===== src/rtl/dff_pattern_sequencer_pkg.sv =====
// dff_seq_pkg: shared types and helpers for the DFF pattern sequencer.
//   state_e     - sequencer FSM states
//   busy_cycles - cycles busy stays high for one sequence (w*h shift + 1 drain)
package dff_seq_pkg;

  typedef enum logic [1:0] {
    IDLE  = 2'd0,
    SHIFT = 2'd1,
    DRAIN = 2'd2,
    DONE  = 2'd3
  } state_e;

  function automatic int busy_cycles(input int w, input int h);
    return w * h + 1;
  endfunction

endpackage


===== src/rtl/dff_pattern_sequencer_if.sv =====
// Sequencer bus: config/handshake from the test master plus the DFF d/q pair.
//   master: drives start, abort, lsb_first, pattern and the DFF q (q_in)
//   slave : the sequencer; drives ser_d, busy, done, capture, mismatch
interface dff_pattern_sequencer_if #(
  parameter int WIDTH = 8
);
  logic             start;
  logic             abort;
  logic             lsb_first;
  logic [WIDTH-1:0] pattern;
  logic             ser_d;
  logic             q_in;
  logic             busy;
  logic             done;
  logic [WIDTH-1:0] capture;
  logic             mismatch;

  modport master (
    output start, abort, lsb_first, pattern, q_in,
    input  ser_d, busy, done, capture, mismatch
  );

  modport slave (
    input  start, abort, lsb_first, pattern, q_in,
    output ser_d, busy, done, capture, mismatch
  );
endinterface


===== src/rtl/dff_pattern_sequencer_hold_timer.sv =====
// hold_timer: counts the cycles a pattern bit has been held on ser_d.
//   clk, rst_n  - clock, async active-low reset
//   clr_i       - restart count (sequence start or abort)
//   en_i        - count while shifting
//   bit_last_o  - high on the final hold cycle of the current bit
module hold_timer #(
  parameter int HOLD_CYCLES = 1
) (
  input  logic clk,
  input  logic rst_n,
  input  logic clr_i,
  input  logic en_i,
  output logic bit_last_o
);
  localparam int TW = (HOLD_CYCLES > 1) ? $clog2(HOLD_CYCLES) : 1;
  localparam logic [TW-1:0] LAST = TW'(HOLD_CYCLES - 1);

  logic [TW-1:0] cnt_q, cnt_d;

  assign bit_last_o = en_i && (cnt_q == LAST);

  always_comb begin
    cnt_d = cnt_q;
    if (clr_i)           cnt_d = '0;
    else if (bit_last_o) cnt_d = '0;
    else if (en_i)       cnt_d = cnt_q + 1'b1;
  end

  always_ff @(posedge clk or negedge rst_n) begin
    if (!rst_n) cnt_q <= '0;
    else        cnt_q <= cnt_d;
  end
endmodule


===== src/rtl/dff_pattern_sequencer.sv =====
// dff_pattern_sequencer: drives a latched parallel pattern bit-serially onto an
// external DFF, holding each bit HOLD_CYCLES cycles, captures the DFF's q one
// cycle behind and flags any difference at completion.
//   clk, rst_n - clock, async active-low reset
//   bus        - slave side of dff_pattern_sequencer_if (start/abort/config in,
//                ser_d to DFF, q_in from DFF, busy/done/capture/mismatch out)
module dff_pattern_sequencer
  import dff_seq_pkg::*;
#(
  parameter int WIDTH       = 8,
  parameter int HOLD_CYCLES = 1
) (
  input  logic                    clk,
  input  logic                    rst_n,
  dff_pattern_sequencer_if.slave  bus
);
  localparam int CNT_W = $clog2(WIDTH * HOLD_CYCLES + 1);
  localparam int IDX_W = $clog2(WIDTH);
  // cycle count of the final SHIFT cycle, relative to the start edge
  localparam logic [CNT_W-1:0] LAST_SHIFT = CNT_W'(busy_cycles(WIDTH, HOLD_CYCLES) - 2);

  state_e           state_q, state_d;
  logic [WIDTH-1:0] pat_q, pat_d;
  logic             lsb_q, lsb_d;
  logic [IDX_W-1:0] idx_q, idx_d;
  logic [CNT_W-1:0] cyc_q, cyc_d;
  // capture pending: q_in this cycle belongs to bit capidx_q
  logic             capv_q, capv_d;
  logic [IDX_W-1:0] capidx_q, capidx_d;
  logic [WIDTH-1:0] shadow_q, shadow_d;
  logic [WIDTH-1:0] cap_q, cap_d;
  logic             mis_q, mis_d;
  logic             tmr_clr, bit_last;

  hold_timer #(.HOLD_CYCLES(HOLD_CYCLES)) u_hold (
    .clk        (clk),
    .rst_n      (rst_n),
    .clr_i      (tmr_clr),
    .en_i       (state_q == SHIFT),
    .bit_last_o (bit_last)
  );

  always_comb begin
    state_d  = state_q;
    pat_d    = pat_q;
    lsb_d    = lsb_q;
    idx_d    = idx_q;
    cyc_d    = cyc_q;
    capv_d   = 1'b0;
    capidx_d = capidx_q;
    shadow_d = shadow_q;
    cap_d    = cap_q;
    mis_d    = mis_q;
    tmr_clr  = 1'b0;

    if (capv_q) shadow_d[capidx_q] = bus.q_in;

    unique case (state_q)
      IDLE: begin
        if (bus.start) begin
          state_d  = SHIFT;
          pat_d    = bus.pattern;
          lsb_d    = bus.lsb_first;
          idx_d    = bus.lsb_first ? '0 : IDX_W'(WIDTH - 1);
          cyc_d    = '0;
          shadow_d = '0;
          tmr_clr  = 1'b1;
        end
      end
      SHIFT: begin
        if (bus.abort) begin
          state_d = IDLE;
          tmr_clr = 1'b1;
        end else begin
          cyc_d = cyc_q + 1'b1;
          if (bit_last) begin
            capv_d   = 1'b1;
            capidx_d = idx_q;
            if (cyc_q == LAST_SHIFT) state_d = DRAIN;
            else idx_d = lsb_q ? idx_q + 1'b1 : idx_q - 1'b1;
          end
        end
      end
      DRAIN: begin
        if (bus.abort) begin
          state_d = IDLE;
        end else begin
          // shadow_d already holds the final bit taken this cycle
          state_d = DONE;
          cap_d   = shadow_d;
          mis_d   = (shadow_d != pat_q);
        end
      end
      DONE: state_d = IDLE;
      default: state_d = IDLE;
    endcase
  end

  always_ff @(posedge clk or negedge rst_n) begin
    if (!rst_n) begin
      state_q  <= IDLE;
      pat_q    <= '0;
      lsb_q    <= 1'b0;
      idx_q    <= '0;
      cyc_q    <= '0;
      capv_q   <= 1'b0;
      capidx_q <= '0;
      shadow_q <= '0;
      cap_q    <= '0;
      mis_q    <= 1'b0;
    end else begin
      state_q  <= state_d;
      pat_q    <= pat_d;
      lsb_q    <= lsb_d;
      idx_q    <= idx_d;
      cyc_q    <= cyc_d;
      capv_q   <= capv_d;
      capidx_q <= capidx_d;
      shadow_q <= shadow_d;
      cap_q    <= cap_d;
      mis_q    <= mis_d;
    end
  end

  assign bus.busy     = (state_q == SHIFT) || (state_q == DRAIN);
  assign bus.done     = (state_q == DONE);
  assign bus.ser_d    = bus.busy ? pat_q[idx_q] : 1'b0;
  assign bus.capture  = cap_q;
  assign bus.mismatch = mis_q;
endmodule


===== src/flat_wrapper.sv =====
// flat-port wrapper written by rule: the top's interface ports become plain ports
module dff_pattern_sequencer_flat import dff_seq_pkg::*;
#(
  parameter int WIDTH       = 8,
  parameter int HOLD_CYCLES = 1
)
  (clk, rst_n, bus_start, bus_abort, bus_lsb_first, bus_pattern, bus_q_in, bus_ser_d, bus_busy, bus_done, bus_capture, bus_mismatch);
  dff_pattern_sequencer_if #(.WIDTH(WIDTH)) bus_i ();
  input  logic clk;
  input  logic rst_n;
  input wire logic [$bits(bus_i.start)-1:0] bus_start;
  input wire logic [$bits(bus_i.abort)-1:0] bus_abort;
  input wire logic [$bits(bus_i.lsb_first)-1:0] bus_lsb_first;
  input wire logic [$bits(bus_i.pattern)-1:0] bus_pattern;
  input wire logic [$bits(bus_i.q_in)-1:0] bus_q_in;
  output wire logic [$bits(bus_i.ser_d)-1:0] bus_ser_d;
  output wire logic [$bits(bus_i.busy)-1:0] bus_busy;
  output wire logic [$bits(bus_i.done)-1:0] bus_done;
  output wire logic [$bits(bus_i.capture)-1:0] bus_capture;
  output wire logic [$bits(bus_i.mismatch)-1:0] bus_mismatch;
  assign bus_i.start = bus_start;
  assign bus_i.abort = bus_abort;
  assign bus_i.lsb_first = bus_lsb_first;
  assign bus_i.pattern = bus_pattern;
  assign bus_i.q_in = bus_q_in;
  assign bus_ser_d = bus_i.ser_d;
  assign bus_busy = bus_i.busy;
  assign bus_done = bus_i.done;
  assign bus_capture = bus_i.capture;
  assign bus_mismatch = bus_i.mismatch;
  dff_pattern_sequencer #(.WIDTH(WIDTH), .HOLD_CYCLES(HOLD_CYCLES)) u_core (.clk(clk), .rst_n(rst_n), .bus(bus_i));
endmodule

===== config.mk =====
export PLATFORM = sky130hd
export DESIGN_NAME = dff_pattern_sequencer_flat
export DESIGN_NICKNAME = d
export VERILOG_FILES = /design/src/rtl/dff_pattern_sequencer_pkg.sv /design/src/rtl/dff_pattern_sequencer_if.sv /design/src/rtl/dff_pattern_sequencer_hold_timer.sv /design/src/rtl/dff_pattern_sequencer.sv /design/src/flat_wrapper.sv
export SDC_FILE = /design/constraint.sdc
export NUM_CORES = 1
export LEC_CHECK = 0
export ABC_AREA = 1
export BUFFER_PORTS_ARGS = -buffer_cell sky130_fd_sc_hd__buf_2
export CORE_MARGIN = 8
export CORE_UTILIZATION = 57
export CTS_CLUSTER_DIAMETER = 200
export DETAILED_ROUTE_END_ITERATION = 7
export PLACE_DENSITY = 0.86
export SLEW_MARGIN = 20
export SYNTH_ARGS = -nofsm -noshare
export SYNTH_HDL_FRONTEND = slang
export SYNTH_SLANG_ARGS = --single-unit

===== constraint.sdc =====
create_clock -name clk -period 2.06 [get_ports clk]
set_input_delay 0.103 -clock clk [delete_from_list [all_inputs] [get_ports clk]]
set_output_delay 0.103 -clock clk [all_outputs]
set_load 0.01 [all_outputs]

* Word level (Yosys, flattened, before mapping)
Index checks and enable logic that the tools add are counted.
** Cells by class
- Add/subtract/negate cells :: 4
- Order comparisons :: 3
- Equality and inequality tests :: 11
- Mux-type cells :: 34
- Bitwise logic cells :: 2
- Reduce and logical (&&, ||, !) cells :: 12
** Operators by type and width (count)
- $mux W8 :: 3
- $mux W3 :: 6
- $mux W1 :: 11
- $mux W2 :: 5
- $reduce_and A3 Y1 :: 3
- $bwmux W8 :: 1
- $lt A3 B4 Y1 const B :: 2
- $mux W4 :: 2
- $ne A8 B8 Y1 :: 1
- $pmux W2 S4 :: 1
- $pmux W4 S2 :: 1
- $ne A2 B2 Y1 const B :: 3
- $ne A3 B2 Y1 const B :: 2
- $pmux W3 S2 :: 1
- $reduce_and A5 Y1 :: 1
- $add A4 B1 Y4 const B :: 1
- $eq A2 B2 Y1 const B :: 2
- $eq A4 B3 Y1 const B :: 1
- $reduce_and A2 Y1 :: 2
- $add A3 B1 Y3 const B :: 1
- $bmux W1 S3 :: 1
- $demux W1 S3 :: 1
- $ge A3 B1 Y1 const B :: 1
- $reduce_bool A3 Y1 :: 1
- 10 further kinds :: 12
** Storage, ports and cells
- Flip-flop bits (word level) :: 40
- Input bits :: 14
- Output and inout bits :: 12
- Word-level logic and storage cells :: 77

* Depth between registers and ports, before layout
- Depth after elaboration :: 8
- Gate-level depth with buffers :: 12
- Depth with buffers taken out :: 12

* By module
A second synthesis with hierarchy kept.
** Second synthesis, totals
- Cells, all modules :: 264
- Area total of the unflattened synthesis :: 2059.5 um^2
** Modules (own cells, without submodules)
- dff_pattern_sequencer :: instances 1, cells each 259, area each 2016.9 um^2
- hold_timer :: instances 1, cells each 5, area each 42.5 um^2

* Least setup slack after synthesis
Ideal clock, no wire load.
- Path type :: register to register
- From :: register u_core.state_q[0]
- To :: register u_core.idx_q[0]
- Arrival :: 1.446 ns
- Data required time :: 1.926 ns
- Path slack :: 0.480 ns
- Cell stages (with the launch flop) :: 10
- Cells stage by stage :: dfrtp_1 > inv_1 > ha_1 > nand2_1 > clkinv_1 > a21oi_1 > nor2_1 > o21ai_2 > nor2_1 > a22oi_1
** On the way
- Cells in the longest elaborated chain, start to end :: 4
- Elaborated cells on any way between the ends :: 10
- Classes of those cells :: eq/ne (5); mux (1); reduce/logical (4)
** Ends and longest elaborated chain
- start, declared :: line dff_pattern_sequencer.sv:22 : state_e state_q, state_d;
- start signal, assigned :: line dff_pattern_sequencer.sv:112 : state_q <= state_d;
- $eq A2 B1 Y1 :: line dff_pattern_sequencer.sv:39, dff_pattern_sequencer.sv:58
- $logic_and A1 B1 Y1 :: line dff_pattern_sequencer_hold_timer.sv:20 : assign bit_last_o = en_i && (cnt_q == LAST);
- $ne A2 B1 Y1 (no line)
- $reduce_and A5 Y1 (no line)
- end signal, assigned :: line dff_pattern_sequencer.sv:115 : idx_q <= idx_d;
- end, declared :: line dff_pattern_sequencer.sv:25 : logic [IDX_W-1:0] idx_q, idx_d;
Several ways; a longest one is shown, not always the timed one.
A chain may end at the register's enable or synchronous reset.

* Final worst setup path
- From :: register u_core.state_q[1]
- To :: register u_core.state_q[0]
** On the way
- Cells in the longest elaborated chain, start to end :: 4
- Elaborated cells on any way between the ends :: 10
- Classes of those cells :: eq/ne (6); mux (1); reduce/logical (3)
** Ends and longest elaborated chain (line)
- $eq A2 B1 Y1 :: dff_pattern_sequencer.sv:39, dff_pattern_sequencer.sv:58
- $logic_and A1 B1 Y1 :: dff_pattern_sequencer_hold_timer.sv:20
- $ne A3 B2 Y1 (no line)
- $reduce_and A3 Y1 (no line)
Several ways; a longest one is shown, not always the timed one.

==> summary.md <==
| Metric | Value |
|---|---|
| Status | complete, no violations |
| Die Width | 75.45 µm |
| RePlAce Congestion | 0.8572 |
| YS warnings | 0 |
| Antenna cells | 0 |
| Fin Setup TNS | 0 ps |
| CP Launch Type | flip-flop |
| Layout Cells excl Fill | 340 |
| Top-area cell type share of the netlist area | 49.69% |
| Post-synthesis sequential area ratio | 49.69% |
| WHS | 41.42 ps |
| Drt pass-1 iters | 4 |
| CP Buf/Inv Count | 2 |
| Total Wirelength | 4346 µm |
| Clk root buf | clkbuf_4 |
| Multi-input gate area in the final layout | 863.3 µm² |
| Synthesized area | 2014 µm² |
| Core area | 3363 µm² |
| Worst Path Arrival | 2130 ps |
| Fmax | 544.1 MHz |
| Final Hold Viols | 0 |
| Final setup viols | 0 |
| CP Capture Type | flip-flop |
| Cell family with most CP delay | simple AND/OR/NAND/NOR gates |
| Fillers | 263 |
| Max Slew Vio Count | 0 |
| Port bufs | 25 |
| Die height | 75.45 µm |
| Synth top area cells | dfrtp_1, nand2_1, inv_1 |
| Routed WL per cell | 12.78 µm |
| Clk Latency, worst-skew pair | 360 ps |
| # rows | 21 |
| Req. time, crit path | 2350 ps |
| Total Routing Usage GR | 16.89% |
| PostCTS Resize Cnt | 0 |
| Clk slew on worst S/H paths | 120 ps |
| Leakage | 1.235 nW |
| Power Density | 1445 nW/µm² |
| Synthesized instance count | 253 |
| Total of max-cap violations | 0 |
| Initial antenna violation count | 0 |
| Setup repair bufs after CTS | 0 |
| Register Area | 1001 µm² |
| Share of cells above drive strength 1 | 13.61% |
| P&R area growth vs syn | 16.52% |
| Clock period minus worst slack | 1838 ps |
| Core Util, Final | 69.79% |
| Largest net degree at the start of global routing | 41 |
| CP max-delay cell | dfrtp_1 |
| Net count after synthesis | 274 |
| ANT nets after route | 0 |
| Starting DRT DRC Count | 88 |
| Final #Nets | 314 |
| RSZ-0062 raised after global routing | false |
| Most common cell after layout, fill and taps aside | nand2_1 |
| Die ar. | 5693 µm² |
| CTS tree | yes |
| Critical path fanouts, max | 7 |
| Worst-path cell chain | inv_1, ha_1, inv_1, nor2_1, o21ai_0, nand2_1, nor3_1, a21oi_1 |
| DP HPWL | 3194 µm |
| Top cell by count, worst path | inv_1 |
| Synth Register Bits | 40 |
| DRC | 0 |
| Via count | 1725 |
| Total power | 3.393 mW |
| Starting Density | 59.90% |
| H-tree depth | 2 |
| Cell variety after synth | 26 |
| I/O pin total | 26 |
| DR vias/cell | 5.074 |
| Period utilization | 89.22% |
| Area leader, netlist | dfrtp_1 |
| Skew final | 15.13 ps |
| Clock Path Buffers | 2 |
| CP max stage delay | 430 ps |
| CTS Sinks | 40 |
| Total gr overflow | 0 |
| Worst min path class | primary input to flip-flop |
| Commonest non-fill, non-tap cells in the layout | nand2_1, dfrtp_1, inv_1 |
| VDD IR-drop max | 0.0008552 V |
| First-pass GRT wire length | 7258 µm |
| Critical path class | flip-flop to flip-flop |
| Mapped Avg Cell Area | 7.962 µm² |
| Slew @ Worst Pin | 871.2 ps |
| Max_slew headroom | 41.92% |
| Placed instance count | 323 |
| Vias in the first global route | 1659 |
| Num CTS Buffers | 5 |
==> state kept, by name, summed over array words and instances, names as in the netlist <==
register,cells
u_core.u_hold.cnt_q,1
u_core.capidx_q,3
u_core.capv_q,1
u_core.state_q,2
u_core.lsb_q,1
u_core.cyc_q,4
u_core.bus.mismatch,1
u_core.pat_q,8
u_core.shadow_q,8
u_core.bus.capture,8
u_core.idx_q,3
==> metrics by stage <==
| step | setup slack, ps | instance area, µm² |
|---|---|---|
| floorplan | 480.3 | 2014 |
| global placement | 374.1 | 2201 |
| detailed placement | 296.3 | 2201 |
| CTS | 265.4 | 2347 |
| global route | 70.44 | 2347 |
| finish | 222.0 | 2347 |
==> tightest hold or removal path: cells and delay by family <==
kind | cells | cell delay, ps
buffers and inverters | 1 | 100
and+or+nand+nor | 1 | 80
AOI/OAI and AO/OA | 1 | 80
==> layer usage <==
layer	track usage, %	routed length [µm]	part of all wire (%)
met1	19.34	1882	43
met2	28.76	2106	48
met3	4.211	278	6.4
met4	8.102	78	1.8
met5	0	0	0
==> path summary, 6_finish.rpt <==
path                                        from               endpoint  slack, ps  cells past startpoint
min in group asynchronous                  rst_n  u_core.bus.capture[6]        380                      2
min                                     bus_q_in     u_core.shadow_q[2]         40                      3
max                            u_core.state_q[1]      u_core.state_q[0]        220                      8
min reg2reg                u_core.bus.capture[0]  u_core.bus.capture[0]        490                      2
max reg2reg                    u_core.state_q[1]      u_core.state_q[0]        220                      8
max in group asynchronous                  rst_n     u_core.capidx_q[2]       1140                      2
==> report_power, final <==
group	internal (mW)	leakage, nW	switching, mW
Combinational	0.603	0.690	1.02
Clock	0.131	0.0349	0.274
Sequential	1.12	0.511	0.252
Total	1.85	1.24	1.54
==> repair_timing <==
action,CTS,global route
endpoints found under the hold margin,48,0
endpoints found under the setup margin,0,0
hold buffers,9,0
==> logic make-up (layout without fill, tap and decap cells) <==
family                   count (synthesis)  count (layout)  synth area share, %
AO/OA/AOI/OAI                           45              45                12.73
flip-flops                              40              40                49.69
adder cells (fa/ha/maj)                  7               7                4.720
XOR/XNOR                                 6               6                2.609
buffers and inverters                   40              81                7.453
AND/OR/NAND/NOR                        115             115                22.80
==> area by class of cell <==
| cell class | instances | area share (%) |
|---|---|---|
| clock buffer | 5 | 1.599 |
| inverter | 37 | 5.917 |
| sequential | 40 | 42.64 |
| multi-input combinational | 173 | 36.78 |
| timing repair buffer | 36 | 9.808 |
| clock inverter | 3 | 0.7996 |
| tap | 46 | 2.452 |
==> synth_stat cells <==
library cell,instances
nand2_1,75
dfrtp_1,40
inv_1,35
o21ai_0,23
nor2_1,22
nand3_1,14
a21oi_1,10
ha_1,6
xor2_1,5
a22oi_1,3
clkbuf_1,3
a31oi_1,2
o21ai_2,2
a2111oi_0,1
a32o_1,1
clkinv_1,1
fa_1,1
inv_2,1
nand3b_1,1
nor2_2,1
nor3_1,1
o21a_1,1
o21ai_1,1
o31ai_1,1
or2_2,1
xnor2_1,1
Note: power is estimated with default switching activity, not from simulation.
